[src/rtl/ssfr_pkg.sv]
// ssfr_pkg: shared types and constants for the special-function register bank
package ssfr_pkg;
  typedef enum logic [1:0] {IDLE, LOAD, COMMIT_WAIT} state_t;
  localparam int BEAT_W = 16;
  localparam logic [15:0] SSFR_DEFAULT = 16'h2280;
endpackage

[src/rtl/ssfr_slot.sv]
// ssfr_slot: one configuration word with shadow copy, active copy and dirty flag
module ssfr_slot import ssfr_pkg::*; #(
  parameter int REG_W = BEAT_W,
  parameter logic [REG_W-1:0] RESET_VALUE = '0
) (
  input  logic             CLKEXT,
  input  logic             RST_N,
  input  logic             we,
  input  logic [REG_W-1:0] wdata,
  input  logic             commit,
  input  logic             abort,
  output logic [REG_W-1:0] shadow,
  output logic [REG_W-1:0] active,
  output logic             dirty
);
  // abort rolls shadow back; a commit copies the pre-edge shadow while a same-edge write re-dirties it
  always_ff @(posedge CLKEXT or negedge RST_N) begin
    if (!RST_N) begin
      shadow <= RESET_VALUE;
      active <= RESET_VALUE;
      dirty  <= 1'b0;
    end else if (abort) begin
      shadow <= active;
      dirty  <= 1'b0;
    end else begin
      if (commit && dirty) begin
        active <= shadow;
        dirty  <= 1'b0;
      end
      if (we) begin
        shadow <= wdata;
        dirty  <= 1'b1;
      end
    end
  end
endmodule

[src/rtl/ssfr_bank.sv]
// ssfr_bank: multi-word SFR bank loaded in 16-bit beats, committed atomically when the NPU is idle
module ssfr_bank import ssfr_pkg::*; #(
  parameter int NUM_REGS = 4,
  parameter int REG_W = 16,
  parameter int ADDR_W = (NUM_REGS > 1) ? $clog2(NUM_REGS) : 1,
  parameter logic [NUM_REGS*REG_W-1:0] RESET_VALUES = {NUM_REGS{REG_W'(SSFR_DEFAULT)}}
) (
  input  logic                      CLKEXT,
  input  logic                      RST_N,
  input  logic [7:0]                DA,
  input  logic [7:0]                DB,
  input  logic                      EN_CONFIG,
  input  logic [ADDR_W-1:0]         CFG_ADDR,
  input  logic                      CFG_COMMIT,
  input  logic                      CFG_ABORT,
  input  logic                      NPU_BUSY,
  input  logic [ADDR_W-1:0]         RD_ADDR,
  input  logic                      RD_SEL,
  output logic [NUM_REGS*REG_W-1:0] SSFR_ACT,
  output logic [REG_W-1:0]          RD_DATA,
  output logic                      CFG_PENDING,
  output logic                      CFG_READY,
  output logic                      CFG_ERR
);
  localparam int BEATS = REG_W / BEAT_W;
  localparam int CNT_W = (BEATS > 1) ? $clog2(BEATS) : 1;
  localparam logic [ADDR_W:0] NREG = (ADDR_W+1)'(NUM_REGS);
  state_t state_q, state_d, resume_q, resume_d;
  logic [CNT_W-1:0] cnt_q, cnt_d;
  logic [ADDR_W-1:0] addr_q, addr_d;
  logic err_q, err_d, wr_en, store, commit_go, cfg_ok, rd_ok;
  logic [REG_W-1:0] asm_q, wdata;
  logic [REG_W-1:0] shadow_w [NUM_REGS];
  logic [REG_W-1:0] act_w [NUM_REGS];
  logic [NUM_REGS-1:0] dirty_w;
  assign cfg_ok = {1'b0, CFG_ADDR} < NREG;
  assign rd_ok = {1'b0, RD_ADDR} < NREG;
  assign wdata = (asm_q & ~REG_W'(16'hFFFF)) | REG_W'({DA, DB});
  assign CFG_PENDING = |dirty_w;
  assign CFG_READY = state_q != COMMIT_WAIT;
  assign CFG_ERR = err_q;
  // control state, beat counter, latched address and sticky error
  always_ff @(posedge CLKEXT or negedge RST_N) begin
    if (!RST_N) begin
      state_q  <= IDLE;
      resume_q <= IDLE;
      cnt_q    <= '0;
      addr_q   <= '0;
      err_q    <= 1'b0;
    end else begin
      state_q  <= state_d;
      resume_q <= resume_d;
      cnt_q    <= cnt_d;
      addr_q   <= addr_d;
      err_q    <= err_d;
    end
  end
  // beat sequencing and commit arbitration; abort overrides everything
  always_comb begin
    state_d   = state_q;
    resume_d  = resume_q;
    cnt_d     = cnt_q;
    addr_d    = addr_q;
    err_d     = err_q;
    wr_en     = 1'b0;
    store     = 1'b0;
    commit_go = 1'b0;
    if (CFG_ABORT) begin
      state_d  = IDLE;
      resume_d = IDLE;
      cnt_d    = '0;
      err_d    = 1'b0;
    end else if (state_q == COMMIT_WAIT) begin
      if (EN_CONFIG) err_d = 1'b1;
      if (!NPU_BUSY) begin
        commit_go = 1'b1;
        state_d   = resume_q;
      end
    end else begin
      if (EN_CONFIG) begin
        if (state_q == IDLE) begin
          if (!cfg_ok) err_d = 1'b1;
          else if (BEATS == 1) wr_en = 1'b1;
          else begin
            store   = 1'b1;
            addr_d  = CFG_ADDR;
            cnt_d   = CNT_W'(1);
            state_d = LOAD;
          end
        end else if (CFG_ADDR != addr_q) begin
          err_d   = 1'b1;
          cnt_d   = '0;
          state_d = IDLE;
        end else if (cnt_q == CNT_W'(BEATS - 1)) begin
          wr_en   = 1'b1;
          cnt_d   = '0;
          state_d = IDLE;
        end else begin
          store = 1'b1;
          cnt_d = cnt_q + CNT_W'(1);
        end
      end
      if (CFG_COMMIT && CFG_PENDING) begin
        if (NPU_BUSY) begin
          resume_d = state_d;
          state_d  = COMMIT_WAIT;
        end else commit_go = 1'b1;
      end
    end
  end
  // assembly buffer: beat k lands in segment BEATS-1-k so the first beat is most significant
  always_ff @(posedge CLKEXT or negedge RST_N) begin
    if (!RST_N) asm_q <= '0;
    else if (store) asm_q[(BEATS - 1 - int'(cnt_q))*BEAT_W +: BEAT_W] <= {DA, DB};
  end
  // registered readback of the active or shadow word
  always_ff @(posedge CLKEXT or negedge RST_N) begin
    if (!RST_N) RD_DATA <= '0;
    else RD_DATA <= rd_ok ? (RD_SEL ? shadow_w[RD_ADDR] : act_w[RD_ADDR]) : '0;
  end
  for (genvar i = 0; i < NUM_REGS; i++) begin : g_slot
    ssfr_slot #(.REG_W(REG_W), .RESET_VALUE(RESET_VALUES[i*REG_W +: REG_W])) u_slot (
      .CLKEXT (CLKEXT),
      .RST_N  (RST_N),
      .we     (wr_en && CFG_ADDR == ADDR_W'(i)),
      .wdata  (wdata),
      .commit (commit_go),
      .abort  (CFG_ABORT),
      .shadow (shadow_w[i]),
      .active (act_w[i]),
      .dirty  (dirty_w[i])
    );
    assign SSFR_ACT[i*REG_W +: REG_W] = act_w[i];
  end
endmodule

[config.mk]
export PLATFORM = sky130hd
export DESIGN_NAME = ssfr_bank
export DESIGN_NICKNAME = d
export VERILOG_FILES = /design/src/rtl/ssfr_pkg.sv /design/src/rtl/ssfr_slot.sv /design/src/rtl/ssfr_bank.sv
export SDC_FILE = /design/constraint.sdc
export NUM_CORES = 1
export LEC_CHECK = 0
export CORE_ASPECT_RATIO = 0.9
export CORE_MARGIN = 10
export CORE_UTILIZATION = 55
export CTS_BUF_LIST = sky130_fd_sc_hd__clkbuf_4
export DETAILED_ROUTE_END_ITERATION = 8
export PLACE_DENSITY = 0.9
export SLEW_MARGIN = 20
export SYNTH_ARGS = -nofsm -noshare
export SYNTH_HDL_FRONTEND = slang
export SYNTH_SLANG_ARGS = --single-unit
export TNS_END_PERCENT = 1
[constraint.sdc]
create_clock -name CLKEXT -period 2.55 [get_ports CLKEXT]
set_clock_uncertainty 0.05 [all_clocks]
set_input_delay 0.255 -clock CLKEXT [delete_from_list [all_inputs] [get_ports CLKEXT]]
set_output_delay 0.255 -clock CLKEXT [all_outputs]
set_load 0.02 [all_outputs]
# Yosys cells after proc, flatten, opt, wreduce, memory -nomap -nowiden
# Index checks and enable logic that the tools add are counted.
# totals
reg_bits	154
inputBits	27
out_inout_bits	83
elab_cells	124
# classes
addsub	1
order_cmp	1
n_eq_ne	9
mux	62
bitwise	2
n_reduce_logical	32
# ops
cell	count
$mux 16	13
$bmux 16 s2	2
$mux 1	34
$mux 2	13
$reduce_bool 2->1	8
$reduce_bool 3->1	5
$logic_and 1x1->1	9
$reduce_and 3->1	3
$reduce_and 2->1	4
$eq 2x2->1 const B	3
$ne 2x2->1 const B	3
$ne 3x3->1 const B	2
$logic_not 2->1	2
$reduce_or 4->1	1
$ge 3x3->1 const B	1
$not 2->3	1
$eq 2x1->1 const B	1
$add 1x1->1 const B	1
$not 1->1	1

# Longest topological paths before layout
# logic_depth
ltp_word	9
depth_mapped	7
depth_no_buf	4

# By module
# From an unflattened synthesis, not the netlist that was laid out.
# hier_totals
hier_cells	539
hier_area_um2	7488.4
# by_module_without_submodules
mod	instances	cells_each	area_per_inst_um2	seq_area_each_um2
ssfr_slot	4	107	1423.9	833.3
ssfr_bank	1	111	1793.0	525.5

# Least setup slack after synthesis
# Ideal clock, no wire load.
# synth_path
path_kind	reg2reg
startpoint	register state_q[1]
endpoint	register g_slot[0].u_slot.active[10]
t_arrival_ns	1.486
t_required_ns	2.372
slack_ns	0.886
path_stages_with_launch	6
cell_sequence	dfrtp_1 > nor2b_1 > buf_4 > o211ai_4 > buf_4 > mux2_1
# synth_between
elab_chain_cells	5
# synth_rtl
item	line_no	text
from (decl)	ssfr_bank.sv:28	state_t state_q, state_d, resume_q, resume_d;
from (signal assigned)	ssfr_bank.sv:51	state_q <= state_d;
$eq 2x2->1	ssfr_bank.sv:73	end else if (state_q == COMMIT_WAIT) begin
$mux 1	ssfr_bank.sv:73	
$mux 1	ssfr_bank.sv:68	if (CFG_ABORT) begin
$logic_and 1x1->1	ssfr_slot.sv:26	if (commit && dirty) begin
$reduce_and 2->1 (no line)	-	
to (signal assigned)	ssfr_slot.sv:27	active <= shadow;
to (decl)	ssfr_slot.sv:13	output logic [REG_W-1:0] active,
# Every way passes these cells.
# A chain may end at the register's enable or synchronous reset.

# Final worst setup path
# layout_path
startpoint	register g_slot[1].u_slot.dirty
endpoint	output CFG_PENDING
# layout_between
elab_chain_cells	1
# layout_rtl
item	line_no	text
from (decl)	ssfr_slot.sv:14	output logic dirty
from (signal assigned)	ssfr_slot.sv:21	dirty <= 1'b0;
from (signal assigned)	ssfr_slot.sv:24	dirty <= 1'b0;
from (signal assigned)	ssfr_slot.sv:28	dirty <= 1'b0;
$reduce_or 4->1	ssfr_bank.sv:39	assign CFG_PENDING = |dirty_w;
to (decl)	ssfr_bank.sv:21	output logic CFG_PENDING,
# Every way passes these cells.

==> metrics <==
run status complete, no violations; CP peak stage delay 0.58 ns; hold slack 0.08776 ns; Switching Share 32.35%; Post-synth ARST share 100.0%; IO buf count 109; slowest cell on the critical path or4_4; fillers 931; top cells by count, synth 129 x dfrtp_1, 64 x mux2_1, 51 x nor2b_1; setup bufs post-CTS 0; Syn Nets 640; critical path, cell by cell or4_4, clkdlybuf4s50_1; H-tree levels 4; Initial Util 56.31%; pre-CTS setup slack 0.3544 ns; CP startpoint kind flip-flop; clock buffer depth 2; nets@finish 744; register area 3859 µm²; met1 Use GR 30.60%; synth top area cells dfrtp_1 43%, mux2_1 9.5%, mux4_2 9.5%; post-route ant nets 0; fraction of layout cells with a size suffix above 1 19.86%; critical path class flip-flop to output port; Cell Area, Synth 7552 µm²; 1st-iter DRT viols 815; die footprint 18820 µm²; Int Power 4.290 mW; met2 global-route usage 37.43%; leakage 3.854 nW; Top Usage Layer GRT met2; CTS tree yes; Crit Path Max Fanout 3; Power Dens Cells 696.3 nW/µm²; Worst Hold Class input port to flip-flop; Cell Rows 40; largest net degree at the start of global routing 138; post-DP HPWL 14770 µm; multi-input combinational cell area 3349 µm²; crit-path leading delay family simple AND/OR/NAND/NOR gates; P_sw 2.051 mW; Final Hold Vio Count 0; Tmin final 2.461 ns; Max Slew Vio Count 0; Max-Cap Viols 0; root buf cell clkbuf_4; core area 13410 µm²; EDFF count, synth 0; Boundary Pins 110; sequential power share 50.5%; CP Data Required Time 2.25 ns; RSZ-0062 raised after global routing no; Worst Path Buf+Inv 1; cell taking the most area after synthesis dfrtp_1; number of CTS-inserted buffers 17; area grow syn2layout 20.59%; maximum clock rate 0.4063 GHz; Worst slew margin 57.64%; Post-route DRC 0; Avg Cell Area, Syn 12.32 µm²; Post-synth top flop dfrtp_1; chip height 131.2 µm; register area share after synthesis 51.09%; clock power share 22.5%; Cells after Synth 613; Die X 143.5 µm; Synth top area share 42.74%; Tot Pwr 6.341 mW; Max rail drop VDD 0.0003464 V; worst-margin pin slew 0.6354 ns; worst setup margin 0.08875 ns; M3 GR Usage 7.024%; most frequent cell after synthesis dfrtp_1; Fin Setup TNS 0 ns; period utilisation layout 96.52%; GP Congestion 0.8712; gr usage total 23.78%; initial antenna violation count 1; worst path arrival time 2.16 ns; first-pass GRT wire length 35290 µm; Via density 6.665; Comb pwr share 27.0%; vias in the first global route 6220; WL/cell 24.74 µm; DRT Wirelength 22240 µm; via count 5992; clock latency on the worst-skew pair 0.57 ns; yosys warns 0; grt ovf 0; Worst setup EP type output port; first drt pass iteration count 5; Synth cell types 39; synthesized flop and latch total 153; Setup-failing EPs final 0; CTS sink cnt 153; clock transition at the registers of the reported paths 0.12 ns; Core Util, Final 67.90%
## worst register-to-register path, stage by stage, from the launching register on
cell	delay, ns
dfrtp_1	0.48
nor2b_1	0.18
buf_4	0.19
inv_2	0.19
buf_4	0.28
and2_4	0.36
o311ai_1	0.14
## sequential cells by signal, summed over array words and instances, names as in the netlist
signal                flops
g_slot.u_slot.shadow     64
g_slot.u_slot.active     64
CFG_ERR                   1
resume_q                  2
g_slot.u_slot.dirty       4
RD_DATA                  16
state_q                   2
## per-layer routing
layer	vias up	wire [µm]
met2	378	10790
met4	0	583
li1	2502	-
met1	3050	8601
met5	-	0
met3	62	2271
## power by group through the flow
stage | Combinational, mW | Sequential [mW] | Clock (mW)
2_1_floorplan | 0.685 | 3.38 | 0
3_3_place_gp | 1.66 | 3.20 | 0
3_5_place_dp | 1.71 | 3.23 | 0
4_1_cts | 1.72 | 3.19 | 1.45
5_1_grt | 1.83 | 3.25 | 1.53
6_report | 1.71 | 3.20 | 1.43
## area by class of cell
cell class,count,share of cell area [%]
antenna,1,0.02748
inverter,24,0.9891
tap,168,2.308
clock buffer,20,1.649
multi-input combinational,383,36.78
clock inverter,12,1.209
timing repair buffer,138,14.67
sequential,153,42.37
## cells in the final DEF (no fill, tap or decap), types with 2 or more instances in the layout
| master | Yosys | routed |
|---|---|---|
| mux2_2 | 16 | 16 |
| nor4b_4 | 1 | 2 |
| o311ai_1 | 16 | 16 |
| o31ai_1 | 2 | 2 |
| a221o_1 | 8 | 8 |
| clkbuf_4 | 0 | 20 |
| buf_2 | 28 | 2 |
| clkdlybuf4s50_1 | 0 | 104 |
| mux2_1 | 64 | 64 |
| clkinvlp_4 | 0 | 2 |
| nand2_1 | 19 | 19 |
| a31oi_1 | 40 | 40 |
| and3_1 | 8 | 8 |
| buf_4 | 8 | 26 |
| nor2b_1 | 51 | 50 |
| nand3_1 | 18 | 18 |
| nand2b_1 | 3 | 3 |
| a21oi_1 | 43 | 43 |
| dfstp_2 | 24 | 24 |
| buf_12 | 0 | 3 |
| o32ai_1 | 4 | 4 |
| clkinv_1 | 0 | 4 |
| o211ai_4 | 4 | 4 |
| clkinv_2 | 0 | 4 |
| dfrtp_1 | 129 | 129 |
| inv_1 | 23 | 23 |
| bufinv_16 | 0 | 2 |
| mux4_2 | 32 | 32 |
| o21ai_1 | 41 | 41 |
## kinds of logic (layout without fill, tap and decap cells)
family | count (synthesis) | after routing | share of synthesized area, %
flops | 153 | 153 | 51.09
simple gates | 110 | 110 | 8.830
mux | 112 | 112 | 21.47
buf+inv | 77 | 194 | 4.705
other cells | 0 | 1 | 0
compound gates | 161 | 161 | 13.90
## worst paths after layout
check	to	from	cells after the start	slack [ns]
min in group asynchronous	g_slot[3].u_slot.active[0]	RST_N	2	0.21
max in group asynchronous	g_slot[2].u_slot.active[7]	RST_N	3	1.40
hold reg to reg	g_slot[1].u_slot.shadow[13]	g_slot[1].u_slot.shadow[13]	2	0.47
hold / removal	state_q[0]	CFG_ABORT	4	0.09
setup / recovery	CFG_PENDING	g_slot[1].u_slot.dirty	2	0.09
setup reg to reg	g_slot[0].u_slot.shadow[0]	state_q[1]	6	0.55
## what timing repair did
action | in CTS | in global routing
hold buffers | 1 | 0
setup endpoints to repair | 1 | 0
hold endpoints to repair | 63 | 0
resized for setup | 1 | 0
## metrics by stage
step,cell area [µm²],std cells
2_1_floorplan,7552,613
6_report,9107,899
5_1_grt,9107,899
3_3_place_gp,8836,865
3_5_place_dp,8836,865
4_1_cts,9105,898
Note: power is estimated with default switching activity, not from simulation.
